`config.mk`:
```
export PLATFORM = sky130hd
export DESIGN_NAME = sp_ram_arbiter
export DESIGN_NICKNAME = d
export VERILOG_FILES = /design/src/rtl/sp_ram_arbiter.sv
export SDC_FILE = /design/constraint.sdc
export NUM_CORES = 1
export LEC_CHECK = 0
export BUFFER_PORTS_ARGS = -buffer_cell sky130_fd_sc_hd__buf_2
export CAP_MARGIN = 20
export CELL_PAD_IN_SITES_DETAIL_PLACEMENT = 0
export CELL_PAD_IN_SITES_GLOBAL_PLACEMENT = 1
export CORE_MARGIN = 2
export CORE_UTILIZATION = 14
export DETAILED_ROUTE_END_ITERATION = 12
export PLACE_DENSITY = 0.86
export SYNTH_ARGS = -nofsm -noshare
export SYNTH_HDL_FRONTEND = slang
export SYNTH_SLANG_ARGS = --single-unit
```
`constraint.sdc`:
```
create_clock -name clk -period 3.6 [get_ports clk]
set_clock_uncertainty 0.15 [all_clocks]
set_input_delay 1.08 -clock clk [delete_from_list [all_inputs] [get_ports clk]]
set_output_delay 1.08 -clock clk [all_outputs]
set_load 0.005 [all_outputs]
```
`src/rtl/sp_ram_arbiter.sv`:
```
// Purpose : round-robin arbiter sharing one single-port byte-enabled RAM between NUM_PORTS requesters.
// Latency : grant is combinational in the request cycle; rvalid/rdata follow exactly 1 cycle after the grant.
// Backpressure: losers hold req+payload until granted; responses cannot be stalled by the requester.
//
// Ports:
//   clk, rst                      clock (rising edge), asynchronous active-high reset
//   req_i / gnt_o                 per-port request / one-hot-or-zero combinational grant
//   addr_i, we_i, be_i, wdata_i   packed per-port payloads, port k at slice [k*W +: W]
//   rvalid_o / rdata_o            per-port response valid, shared read data (pass-through of mem_rdata_i)
//   mem_en_o .. mem_wdata_o       RAM command, driven from the winning port's slices
//   mem_rdata_i                   RAM read data, registered inside the RAM
module sp_ram_arbiter #(
    parameter int NUM_PORTS  = 2,
    parameter int ADDR_WIDTH = 8,
    parameter int DATA_WIDTH = 32
) (
    input  logic                               clk,
    input  logic                               rst,
    input  logic [NUM_PORTS-1:0]               req_i,
    output logic [NUM_PORTS-1:0]               gnt_o,
    input  logic [NUM_PORTS*ADDR_WIDTH-1:0]    addr_i,
    input  logic [NUM_PORTS-1:0]               we_i,
    input  logic [NUM_PORTS*DATA_WIDTH/8-1:0]  be_i,
    input  logic [NUM_PORTS*DATA_WIDTH-1:0]    wdata_i,
    output logic [NUM_PORTS-1:0]               rvalid_o,
    output logic [DATA_WIDTH-1:0]              rdata_o,
    output logic                               mem_en_o,
    output logic [ADDR_WIDTH-1:0]              mem_addr_o,
    output logic                               mem_we_o,
    output logic [DATA_WIDTH/8-1:0]            mem_be_o,
    output logic [DATA_WIDTH-1:0]              mem_wdata_o,
    input  logic [DATA_WIDTH-1:0]              mem_rdata_i
);

    localparam int BE_WIDTH  = DATA_WIDTH / 8;
    localparam int PTR_WIDTH = (NUM_PORTS > 1) ? $clog2(NUM_PORTS) : 1;
    // One extra bit so prio + offset can exceed NUM_PORTS-1 before the wrap.
    localparam int CND_WIDTH = PTR_WIDTH + 1;
    localparam logic [PTR_WIDTH-1:0] LAST_PORT = PTR_WIDTH'(NUM_PORTS - 1);
    localparam logic [CND_WIDTH-1:0] PORT_CNT  = CND_WIDTH'(NUM_PORTS);

    logic [PTR_WIDTH-1:0] prio_q, prio_d;
    logic [NUM_PORTS-1:0] rvalid_q, rvalid_d;

    logic                 win_vld;
    logic [PTR_WIDTH-1:0] win_idx;
    logic [CND_WIDTH-1:0] cand;
    logic [NUM_PORTS-1:0] gnt;

    // Rotating priority scan: offset 0 is prio_q, wrapping modulo NUM_PORTS.
    // The wrap is a subtract rather than bit truncation so non-power-of-2
    // port counts never visit a non-existent port index.
    always_comb begin : arbitrate
        win_vld = 1'b0;
        win_idx = '0;
        cand    = '0;
        for (int i = 0; i < NUM_PORTS; i++) begin
            cand = {1'b0, prio_q} + CND_WIDTH'(i);
            if (cand >= PORT_CNT) begin
                cand = cand - PORT_CNT;
            end
            if (!win_vld && req_i[cand[PTR_WIDTH-1:0]]) begin
                win_vld = 1'b1;
                win_idx = cand[PTR_WIDTH-1:0];
            end
        end
    end

    // Grant is suppressed during reset so nothing is issued to the RAM.
    always_comb begin : grant
        gnt = '0;
        if (win_vld && !rst) begin
            gnt[win_idx] = 1'b1;
        end
    end

    // RAM command mux. win_idx is 0 when nobody requests, so the idle
    // case naturally presents port 0's slices (don't-care with en low).
    always_comb begin : ram_mux
        mem_addr_o  = addr_i[0 +: ADDR_WIDTH];
        mem_we_o    = we_i[0];
        mem_be_o    = be_i[0 +: BE_WIDTH];
        mem_wdata_o = wdata_i[0 +: DATA_WIDTH];
        for (int k = 1; k < NUM_PORTS; k++) begin
            if (win_idx == PTR_WIDTH'(k)) begin
                mem_addr_o  = addr_i[k*ADDR_WIDTH +: ADDR_WIDTH];
                mem_we_o    = we_i[k];
                mem_be_o    = be_i[k*BE_WIDTH +: BE_WIDTH];
                mem_wdata_o = wdata_i[k*DATA_WIDTH +: DATA_WIDTH];
            end
        end
    end

    // The winner drops to lowest priority; with no grant the pointer holds.
    always_comb begin : next_state
        prio_d = prio_q;
        if (|gnt) begin
            prio_d = (win_idx == LAST_PORT) ? '0 : win_idx + PTR_WIDTH'(1);
        end
        // Reads and writes both get a response one cycle after the grant.
        rvalid_d = gnt;
    end

    always_ff @(posedge clk or posedge rst) begin
        if (rst) begin
            prio_q   <= '0;
            rvalid_q <= '0;
        end else begin
            prio_q   <= prio_d;
            rvalid_q <= rvalid_d;
        end
    end

    assign gnt_o    = gnt;
    assign mem_en_o = (|req_i) & ~rst;
    assign rvalid_o = rvalid_q;
    // The RAM already registers its output, which provides the 1-cycle latency.
    assign rdata_o  = mem_rdata_i;

`ifndef SYNTHESIS
    gnt_onehot: assert property (@(posedge clk) disable iff (rst) $onehot0(gnt_o));
    gnt_has_req: assert property (@(posedge clk) disable iff (rst) (gnt_o & ~req_i) == '0);
`endif

endmodule

```
# Word level (Yosys, flattened, before mapping)
# Cells that the tools add are included.
# W data, S select, Z words.
# word_totals
regBits	3
input_bits	126
out_inout_bits	82
wordCells	39
# classes
addsub	4
n_lt_le_gt_ge	6
mux	18
bitwise	2
reduce_logical	7
# op_table
op	count
$mux W32	1
$mux W1	13
$mux W8	1
$lt A1 B2 Y1 const B	3
$mux W4	1
$reduce_or A2 Y1	2
$logic_and A1 B1 Y1	3
$add A1 B1 Y2 const B	1
$ge A1 B2 Y1 const B	1
$ge A2 B2 Y1 const B	1
$logic_not A1 Y1	2
$mux W2	1
$sub A1 B1 Y1 const B	2
$add A1 B1 Y1 const B	1
$and A1 B1 Y1	1
$demux W1 S1	1
$ge A1 B1 Y1 const B	1
$not A1 Y1	1

# Logic depth before layout (Yosys ltp)
# Gate-level depths: netlist of the first run.
# logic_depth
word_depth	14
depth_mapped	4
ltp_nobuf	3

# Worst setup path before layout of the first run
# OpenSTA, ideal clock, no wires.
# synth_path
path_type	input to output
start	input req_i[0]
end	output mem_wdata_o[0]
t_arrival_ps	1922
required_time_ps	2370
setup_slack_ps	448
cell_stages	4
n_path_buf	1
cell_sequence	inv_1 -> o21ai_4 -> buf_4 -> mux2_2
# synth_between
elab_chain_cells	7
elab_cells_between_ends	10
classes_between	8 x mux; 2 x reduce/logical
# synth_lines
element	line	rtl
start, declared	19	input logic [NUM_PORTS-1:0] req_i,
$mux W1 (implied by the code) (2 in series)	62	if (!win_vld && req_i[cand[PTR_WIDTH-1:0]]) begin
$mux W1	62	
$logic_not A1 Y1	62	
$logic_and A1 B1 Y1	62	
$mux W1 *	62	
$mux W32 *	85	if (win_idx == PTR_WIDTH'(k)) begin
end, declared	31	output logic [DATA_WIDTH-1:0] mem_wdata_o,
# Every way passes the cells marked *; elsewhere a longest branch is shown, timed or not. The select of a mux whose other input is x is not followed.

# Worst setup path after layout of the first run
# layout_path
start	input req_i[0]
end	output mem_wdata_o[6]
# Same word-level chain as after synthesis.

==> results.toml, run 1 <==
[synthesis]
synthTopCellsByCount = "mux2_2 (42), buf_4 (34), dfrtp_1 (3), inv_1 (3), mux2_1 (3)"
synth_top_area_share = 0.512
ys_warn_count = 0
synth-seq-area-share = 0.0813
ys_types = 12
synth_most_common_cell = "mux2_2"
synth_top_area_cell = "mux2_2"
syn-cell-area_um2 = 923
avgSynthCellArea_um2 = 9.62
synth_edf_count = 0
synth_nets = 222
ys_async_sr_fraction = 1.00
ys_ff_latch = 3
ys_top_cells_by_area = "mux2_2 (51%), buf_4 (28%), dfrtp_1 (8.1%)"
syn_inst = 96
synth_ff_type = "dfrtp_1"

[floorplanning]
fp.dieW_um = 85.2
die_h_um = 85.2
start_util = 0.145
dieArea_um2 = 7260
core.rowCount = 29
core_area_um2 = 6350
io-pin-count = 208

[placement]
io_buffers = 143
gp_congestion = 0.699
hpwl_um = 3010

[routing]
vias = 1105
drt_wl_total_um = 3340
routedWlPerCell_um = 11.7
firstDrtPassIters = 4
drt-initial-drc-count = 11
drc_errors = 0
drtAntennaViolNets = 0
viasPerCell = 3.86

[worst_setup_path]
crit_path_frequent_cell = "buf_2"
rr_worst_depth = 2
crit_family = "buffers and inverters"
crit_cells = 6
path_cells = "buf_2 > inv_1 > o21ai_4 > buf_12 > mux2_2 > buf_2"
critPathRequiredTime_ns = 2.37
critPathMaxFanout = 34
endpoint = "mem_wdata_o[6]"
r2r_start = "prio_q$_DFFE_PP0P_"
crit_type = "in -> out"
path_buf_inv = 4
critPathSlowestCell = "mux2_2"
r2r_slack_ns = 2.71
crit_arrival_ns = 2.14
end_kind = "output pin"
cpPeakStageDelay_ns = 0.37
timing.rr.end = "rvalid_o[1]$_DFF_PP0_"
cp-start-kind = "input port"
crit_start = "req_i[0]"

[power_and_ir_drop]
power_switching_mw = 0.0973
pwr_density_cell_nw_per_um2 = 221
static-leakage-power_nw = 0.859
p_comb_frac = 0.595
p_seq_frac = 0.124
power_frac_clock = 0.281
ir_worst_vdd_mv = 0.0624
switching_share = 0.287
power.total_mw = 0.339
p_int_mw = 0.241

[clocking]
clock_sinks = 3
clkLatencyLatePin_ns = 0.21
cts_tree = "built"
htree_levels = 1
cts-resized-gates = 0
cts_root_buf = "clkbuf_8"
cts_hold_buffers = 0
clk_pin_slew_ns = 0.03
clock_path_buffers = 2
post_cts_buffers = 0
cts_made_buffers = 3

[run]
maxCapViolations = 0

[timing]
report.final.slew_viol_count = 0
slew_headroom = 0.864
fmax_ghz = 0.297
worst_pin_slew_ns = 0.203
post-route-min-period_ns = 3.37
fin_crit_sh = 0.935
grt_setup_unrepaired = "no"
finalSetupTns_ns = 0
setup_viol = 0
final_hold_viol_count = 0

[min_path]
hold_start = "prio_q$_DFFE_PP0P_"
hold_path_class = "reg -> reg"

[grt]
grt.total_usage = 0.0783
antenna_found_initial = 0
grt.overflow.total = 0
grt_pass1_vias = 979
grt_pass1_wl_um = 4460
grt_max_degree = 35

[final_layout]
layout.filler_cells = 696
diodes = 0
num-nets-final = 336
synthToLayoutAreaGrowth_pct = 65.7
drive_gt1_frac = 0.914

[status]
outcome = "completed"
-- cell usage in the layout (no fill, tap or decap), drive strengths merged --
cell / count
o21ai: 2
clkbuf: 4
nor2: 2
nand2: 2
buf: 145
a21oi: 2
dfrtp: 3
mux2: 45
inv: 3
nand2b: 1
-- layout make-up --
type / instances / area, um^2 / share of cell area
multi-input cells: 54 / 559 / 0.365
clock buffers: 4 / 45.0 / 0.0294
repair buffers: 145 / 743 / 0.486
well taps: 77 / 96.3 / 0.0630
inverters: 3 / 11.3 / 0.00736
flip-flops and latches: 3 / 75.1 / 0.0491
-- flip-flops by register name, summed over array words and instances (netlist names) --
register,count
prio_q,1
rvalid_o,2
-- metrics by stage --
| step | cells | setup slack, ns | utilization | instance area [um^2] | hold WS (ns) |
|---|---|---|---|---|---|
| after floorplan | 96 | 0.448 | - | 923 | 0.403 |
| after global placement | 282 | 0.241 | 0.234 | 1490 | 0.425 |
| after detailed placement | 282 | 0.235 | 0.234 | 1490 | 0.440 |
| after CTS | 286 | 0.224 | 0.241 | 1530 | 0.445 |
| after global routing | 286 | 0.179 | 0.241 | 1530 | 0.474 |
| final | 286 | 0.232 | 0.241 | 1530 | 0.441 |
-- cell families (layout without fill, tap and decap cells) --
| group | count (synthesis) | in the layout | synth area share |
|---|---|---|---|
| compound gates | 4 | 4 | 0.0339 |
| buf+inv | 39 | 152 | 0.313 |
| flops | 3 | 3 | 0.0813 |
| simple gates | 5 | 5 | 0.0230 |
| mux | 45 | 45 | 0.549 |
-- power by group through the flow --
| stage | Sequential (mW) | Clock (mW) | Combinational [mW] |
|---|---|---|---|
| after floorplan | 0.0419 | 0 | 0.128 |
| after global placement | 0.0419 | 0 | 0.202 |
| after detailed placement | 0.0423 | 0 | 0.204 |
| after CTS | 0.0419 | 0.0993 | 0.206 |
| after global routing | 0.0426 | 0.103 | 0.221 |
| final | 0.0419 | 0.0952 | 0.201 |
-- worst min path at each step --
stage,endpoint,cells after the start
3_5_place_dp,rvalid_o[0]$_DFF_PP0_,1
5_1_grt,rvalid_o[0]$_DFF_PP0_,1
4_1_cts,rvalid_o[0]$_DFF_PP0_,1
3_3_place_gp,prio_q$_DFFE_PP0P_,2
6_report,rvalid_o[0]$_DFF_PP0_,1
2_1_floorplan,prio_q$_DFFE_PP0P_,2
-- routing by layer --
metal,up-vias,routed length (um),track usage
met5,-,0,0
met2,87,1590,0.134
met3,14,449,0.0185
met4,0,81,0.0462
met1,479,1210,0.0877
li1,525,-,-
(Power assumes the default switching activity.)
==> inputs of run 2 (changes only) <==
- GPL_TIMING_DRIVEN: not set -> 0
- clock period: 3.6 -> 4.2 ns (I/O delays scaled with it)
==> run 2 against run 1 <==
Net effect:
- setup slack better by 0.049 ns
- die area stayed put
- cell count is 23% higher
- largest cell class unchanged
- via count is 21% higher
- register-to-register slack better by 0.54 ns
- first-iteration DRC count is 27% lower
- non-clock buffer count is 66 higher
- clock power is 12% lower
- clock-buffer cell count stayed put
==> results.toml, run 2 (same netlist as run 1, synthesis figures left out) <==
[placement]
io_buffers = 175
hpwl_um = 3600
gp_congestion = 0.697
dpl-instance-area_um2 = 1900
dp_cells = 348

[timing]
fin_crit_sh = 0.933
finalSetupTns_ns = 0
final_hold_viol_count = 0
post-route-min-period_ns = 3.92
grt_setup_unrepaired = "no"
finalHoldWorstSlack_ns = 0.446
fmax_ghz = 0.255
report.final.slew_viol_count = 0
setup_viol = 0
slew_headroom = 0.762
worst_pin_slew_ns = 0.355

[power_and_ir_drop]
ir_worst_vdd_mv = 0.0619
pwr_density_cell_nw_per_um2 = 173
static-leakage-power_nw = 1.15
power.total_mw = 0.336

[routing]
vias = 1337
drc_errors = 0
routedWlPerCell_um = 11.2
viasPerCell = 3.80
drt-initial-drc-count = 8
firstDrtPassIters = 4
drtAntennaViolNets = 0
drt_wl_total_um = 3930

[clocking]
clock_sinks = 3
clock_path_buffers = 2
clkLatencyLatePin_ns = 0.22
cts_made_buffers = 3
htree_levels = 1
cts_root_buf = "clkbuf_8"
cts_tree = "built"
cts-resized-gates = 0
clk_pin_slew_ns = 0.03
cts_hold_buffers = 0
post_cts_buffers = 0

[final_layout]
multiInputGateArea_um2 = 559
drive_gt1_frac = 0.935
synthToLayoutAreaGrowth_pct = 110
final_cell_mix = "buf_2 (175), mux2_2 (42), buf_4 (34)"
diodes = 0
fin_cells = 352
num-nets-final = 402
register_area_um2 = 75.1
mostFrequentLayoutCell = "buf_2"
largest_register_ffs = 2
layout.filler_cells = 686
fin_area_um2 = 1940

[min_path]
hold_path_class = "reg -> reg"

[grt]
grt_max_degree = 11
grt_pass1_vias = 1257
grt_pass1_wl_um = 5490
grt.overflow.total = 0
antenna_found_initial = 0
grt.total_usage = 0.0934

[floorplanning]
fp.dieW_um = 85.2
start_util = 0.145
die_h_um = 85.2
io-pin-count = 208
core_area_um2 = 6350
dieArea_um2 = 7260
core.rowCount = 29

[worst_setup_path]
crit_type = "in -> out"
critPathRequiredTime_ns = 2.79
end_kind = "output pin"
critPathMaxFanout = 10
crit_arrival_ns = 2.51
cp-start-kind = "input port"

[status]
outcome = "completed"

[run]
maxCapViolations = 0
==> run 2: cell count changes in the layout (fill, tap and decap cells not counted) <==
| cell | change |
|---|---|
| buf_12 | -1 |
| buf_2 | +32 |
| buf_4 | +33 |
| buf_6 | +2 |
==> run 2: worst paths after layout <==
kind	start	end	slack, ns	cells past startpoint
max	req_i[0]	mem_wdata_o[12]	0.28	6
min	prio_q$_DFFE_PP0P_	prio_q$_DFFE_PP0P_	0.45	1
max reg2reg	prio_q$_DFFE_PP0P_	rvalid_o[1]$_DFF_PP0_	3.25	2
min reg2reg	prio_q$_DFFE_PP0P_	prio_q$_DFFE_PP0P_	0.45	1
max in group asynchronous	rst	rvalid_o[0]$_DFF_PP0_	2.97	2
min in group asynchronous	rst	rvalid_o[1]$_DFF_PP0_	0.79	2
==> run 2: where the power goes <==
part           switching [mW]  total (mW)  internal (mW)
Clock                  0.0193      0.0840         0.0648
Combinational          0.0763       0.216          0.140
Sequential            0.00366      0.0359         0.0323
Total                  0.0992       0.336          0.237
==> run 2: metal layers <==
layer  global-route usage  wire length [um]  up-vias
met3               0.0185               517        4
met4               0.0317                42        0
met1                0.102              1330      568
met5                    0                 0        -
met2                0.178              2040      107
li1                     -                 -      658
==> run 2: area by class of cell <==
| cell class | count | area share |
|---|---|---|
| Timing Repair Buffer | 175 | 0.451 |
| Multi-Input combinational cell | 54 | 0.288 |
| Buffer | 36 | 0.143 |
| Tap cell | 77 | 0.0496 |
| Sequential cell | 3 | 0.0387 |
| Clock buffer | 4 | 0.0232 |
| Inverter | 3 | 0.00580 |
==> run 2: worst max-delay path: stages <==
cell and delay [ns]:
buf_2 0.11, inv_1 0.07, o21ai_4 0.31, buf_4 0.26, mux2_2 0.36, buf_2 0.14
==> run 2: through the flow <==
| step | worst slack, ns | util |
|---|---|---|
| 2_1_floorplan | 0.688 | - |
| 3_3_place_gp | 0.261 | 0.299 |
| 3_5_place_dp | 0.225 | 0.299 |
| 4_1_cts | 0.225 | 0.306 |
| 5_1_grt | 0.164 | 0.306 |
| 6_report | 0.282 | 0.306 |
==> inputs of run 3 (changes only) <==
- ABC_AREA: not set -> 1
- PLACE_DENSITY: 0.86 -> 0.85
==> run 3 against run 2 <==
Net effect:
- setup slack better by 0.33 ns
- synthesized cell count up 100%
- via count increased by 39%
- sequential power decreased by 8.9%
- first-iteration DRC count is 140% higher
- global-route usage grew 1.2 points
- clock-buffer cell count unchanged
- core utilization is 1.7 points lower
- die area up 14%
- non-clock buffer count increased by 10
- highest routed layer unchanged
==> results.toml, run 3 <==
[synthesis]
synth_top_family_by_area = "simple AND/OR/NAND/NOR gates"
synth_top_area_share = 0.295
synth_top_area_cell = "nand2_1"
ys_warn_count = 0
syn-cell-area_um2 = 1060
synth_nets = 322
synthTopCellsByCount = "nand2_1 (83), nand3_1 (45), buf_4 (32)"
synthAdderAreaFrac = 0
synth_most_common_cell = "nand2_1"
synth_compound_area_frac = 0.00473
synth_edf_count = 0
synth_ff_type = "dfrtp_1"
ys_top_cells_by_area = "nand2_1 (29%), buf_4 (23%), nand3_1 (21%)"
synth_xor_area_frac = 0
synth-seq-area-share = 0.0710
synth.area.mux_share = 0
synth_simple_gate_area_frac = 0.594
syn_inst = 196
ys_ff_latch = 3
ys_types = 13
avgSynthCellArea_um2 = 5.39
ys_async_sr_fraction = 1.00

[floorplanning]
core.rowCount = 31
fp.dieW_um = 90.9
core_area_um2 = 7290
start_util = 0.145
dieArea_um2 = 8260
io-pin-count = 208
die_h_um = 90.9

[worst_setup_path]
end_kind = "output pin"
critPathRequiredTime_ns = 2.79
crit_type = "in -> out"
cp-start-kind = "input port"
rr_worst_depth = 5
crit_start = "req_i[0]"
r2r_start = "prio_q$_DFFE_PP0P_"
endpoint = "mem_wdata_o[7]"
critPathMaxFanout = 10
timing.rr.end = "rvalid_o[1]$_DFF_PP0_"
crit_arrival_ns = 2.18
r2r_slack_ns = 2.99

[power_and_ir_drop]
p_seq_frac = 0.093
ir_worst_vdd_mv = 0.0734
static-leakage-power_nw = 1.41
switching_share = 0.367
pwr_density_cell_nw_per_um2 = 168
power_switching_mw = 0.130
power_frac_clock = 0.233
p_comb_frac = 0.675
p_int_mw = 0.223

[routing]
firstDrtPassIters = 4
drt-initial-drc-count = 19
viasPerCell = 3.93
vias = 1865
drtAntennaViolNets = 0
drc_errors = 0
routedWlPerCell_um = 10.5
drt_wl_total_um = 4980

[final_layout]
final_cell_mix = "buf_2 (184), nand2_1 (83), nand3_1 (45), buf_4 (32), nand2_2 (11)"
mostFrequentLayoutCell = "buf_2"
register_area_um2 = 75.1
largest_register_ffs = 2
drive_gt1_frac = 0.627
multiInputGateArea_um2 = 633
num-nets-final = 502
layout.filler_cells = 873
diodes = 0
synthToLayoutAreaGrowth_pct = 98.8

[timing]
fin_ws_ns = 0.607
setup_viol = 0
grt_setup_unrepaired = "no"
report.final.slew_viol_count = 0
fmax_ghz = 0.278
final_hold_viol_count = 0
fin_crit_sh = 0.855
post-route-min-period_ns = 3.59
worst_pin_slew_ns = 0.441
slew_headroom = 0.706
finalSetupTns_ns = 0

[placement]
hpwl_um = 4240
pre_cts_ws_ns = 0.548
io_buffers = 175
gp_congestion = 0.672

[clocking]
clock_sinks = 3
cts_hold_buffers = 0
cts_root_buf = "clkbuf_8"
clock_path_buffers = 2
clk_pin_slew_ns = 0.03
cts_tree = "built"
cts_made_buffers = 3
clkLatencyLatePin_ns = 0.21
post_cts_buffers = 0
cts-resized-gates = 0
htree_levels = 1

[min_path]
hold_path_class = "reg -> reg"

[run]
maxCapViolations = 0

[grt]
grt_max_degree = 11
grt_pass1_vias = 1694
antenna_found_initial = 0
grt.overflow.total = 0
grt_pass1_wl_um = 7530
grt.total_usage = 0.105

[status]
outcome = "completed"
run 3: cell count changes in the layout (fill, tap and decap cells not counted), moves of 2 or more:
cell and change:
buf_4 -2, nand2_1 +81, nand3_1 +45, a21oi_1 -2, mux2_1 -3, nand2_2 +11, buf_2 +9, mux2_2 -42
run 3: final cells by class:
cell class,instances,area share
Sequential cell,3,0.0357
Buffer,46,0.161
Multi-Input combinational cell,144,0.301
Inverter,3,0.00536
Clock buffer,4,0.0214
Timing Repair Buffer,175,0.417
Tap cell,99,0.0589
run 3: cell families (layout without fill, tap and decap cells):
| group | count (synthesis) | count (layout) |
|---|---|---|
| flops | 3 | 3 |
| buf+inv | 49 | 228 |
| compound gates | 1 | 1 |
| simple gates | 143 | 143 |
run 3: power by group through the flow:
stage	clock network (mW)	logic [mW]	registers (mW)
after floorplan	0	0.119	0.0330
after global placement	0	0.241	0.0329
after detailed placement	0	0.242	0.0330
after CTS	0.0834	0.243	0.0326
after global routing	0.0878	0.268	0.0329
final	0.0821	0.238	0.0327
run 3: worst max-delay path: stages:
cell     delay, ns
buf_2         0.13
nand2_4       0.15
nand2_2       0.08
buf_6         0.16
buf_6         0.15
nand2_1       0.09
nand2_1       0.05
buf_2         0.12
run 3: through the flow:
stage	hold WS [ns]	util	total power [mW]	instance area, um^2	instances
2_1_floorplan	0.299	-	0.152	1060	196
3_3_place_gp	0.312	0.282	0.274	2060	470
3_5_place_dp	0.326	0.282	0.275	2060	470
4_1_cts	0.335	0.288	0.359	2100	474
5_1_grt	0.364	0.288	0.388	2100	474
6_report	0.337	0.288	0.353	2100	474
run 3: worst min-delay path by stage:
stage / cells after the start / endpoint / slack (ns) / from
floorplan: 2 / prio_q$_DFFE_PP0P_ / 0.30 / prio_q$_DFFE_PP0P_
global placement: 2 / prio_q$_DFFE_PP0P_ / 0.31 / prio_q$_DFFE_PP0P_
detailed placement: 2 / prio_q$_DFFE_PP0P_ / 0.33 / prio_q$_DFFE_PP0P_
CTS: 2 / prio_q$_DFFE_PP0P_ / 0.33 / prio_q$_DFFE_PP0P_
global route: 2 / prio_q$_DFFE_PP0P_ / 0.36 / prio_q$_DFFE_PP0P_
finish: 2 / prio_q$_DFFE_PP0P_ / 0.34 / prio_q$_DFFE_PP0P_
run 3: per-layer routing:
| layer | up-vias | track usage | share of wire |
|---|---|---|---|
| met2 | 124 | 0.193 | 0.49 |
| met4 | 0 | 0.0114 | 0.0024 |
| li1 | 945 | - | - |
| met1 | 794 | 0.131 | 0.40 |
| met3 | 2 | 0.0217 | 0.11 |
| met5 | - | 0 | 0 |
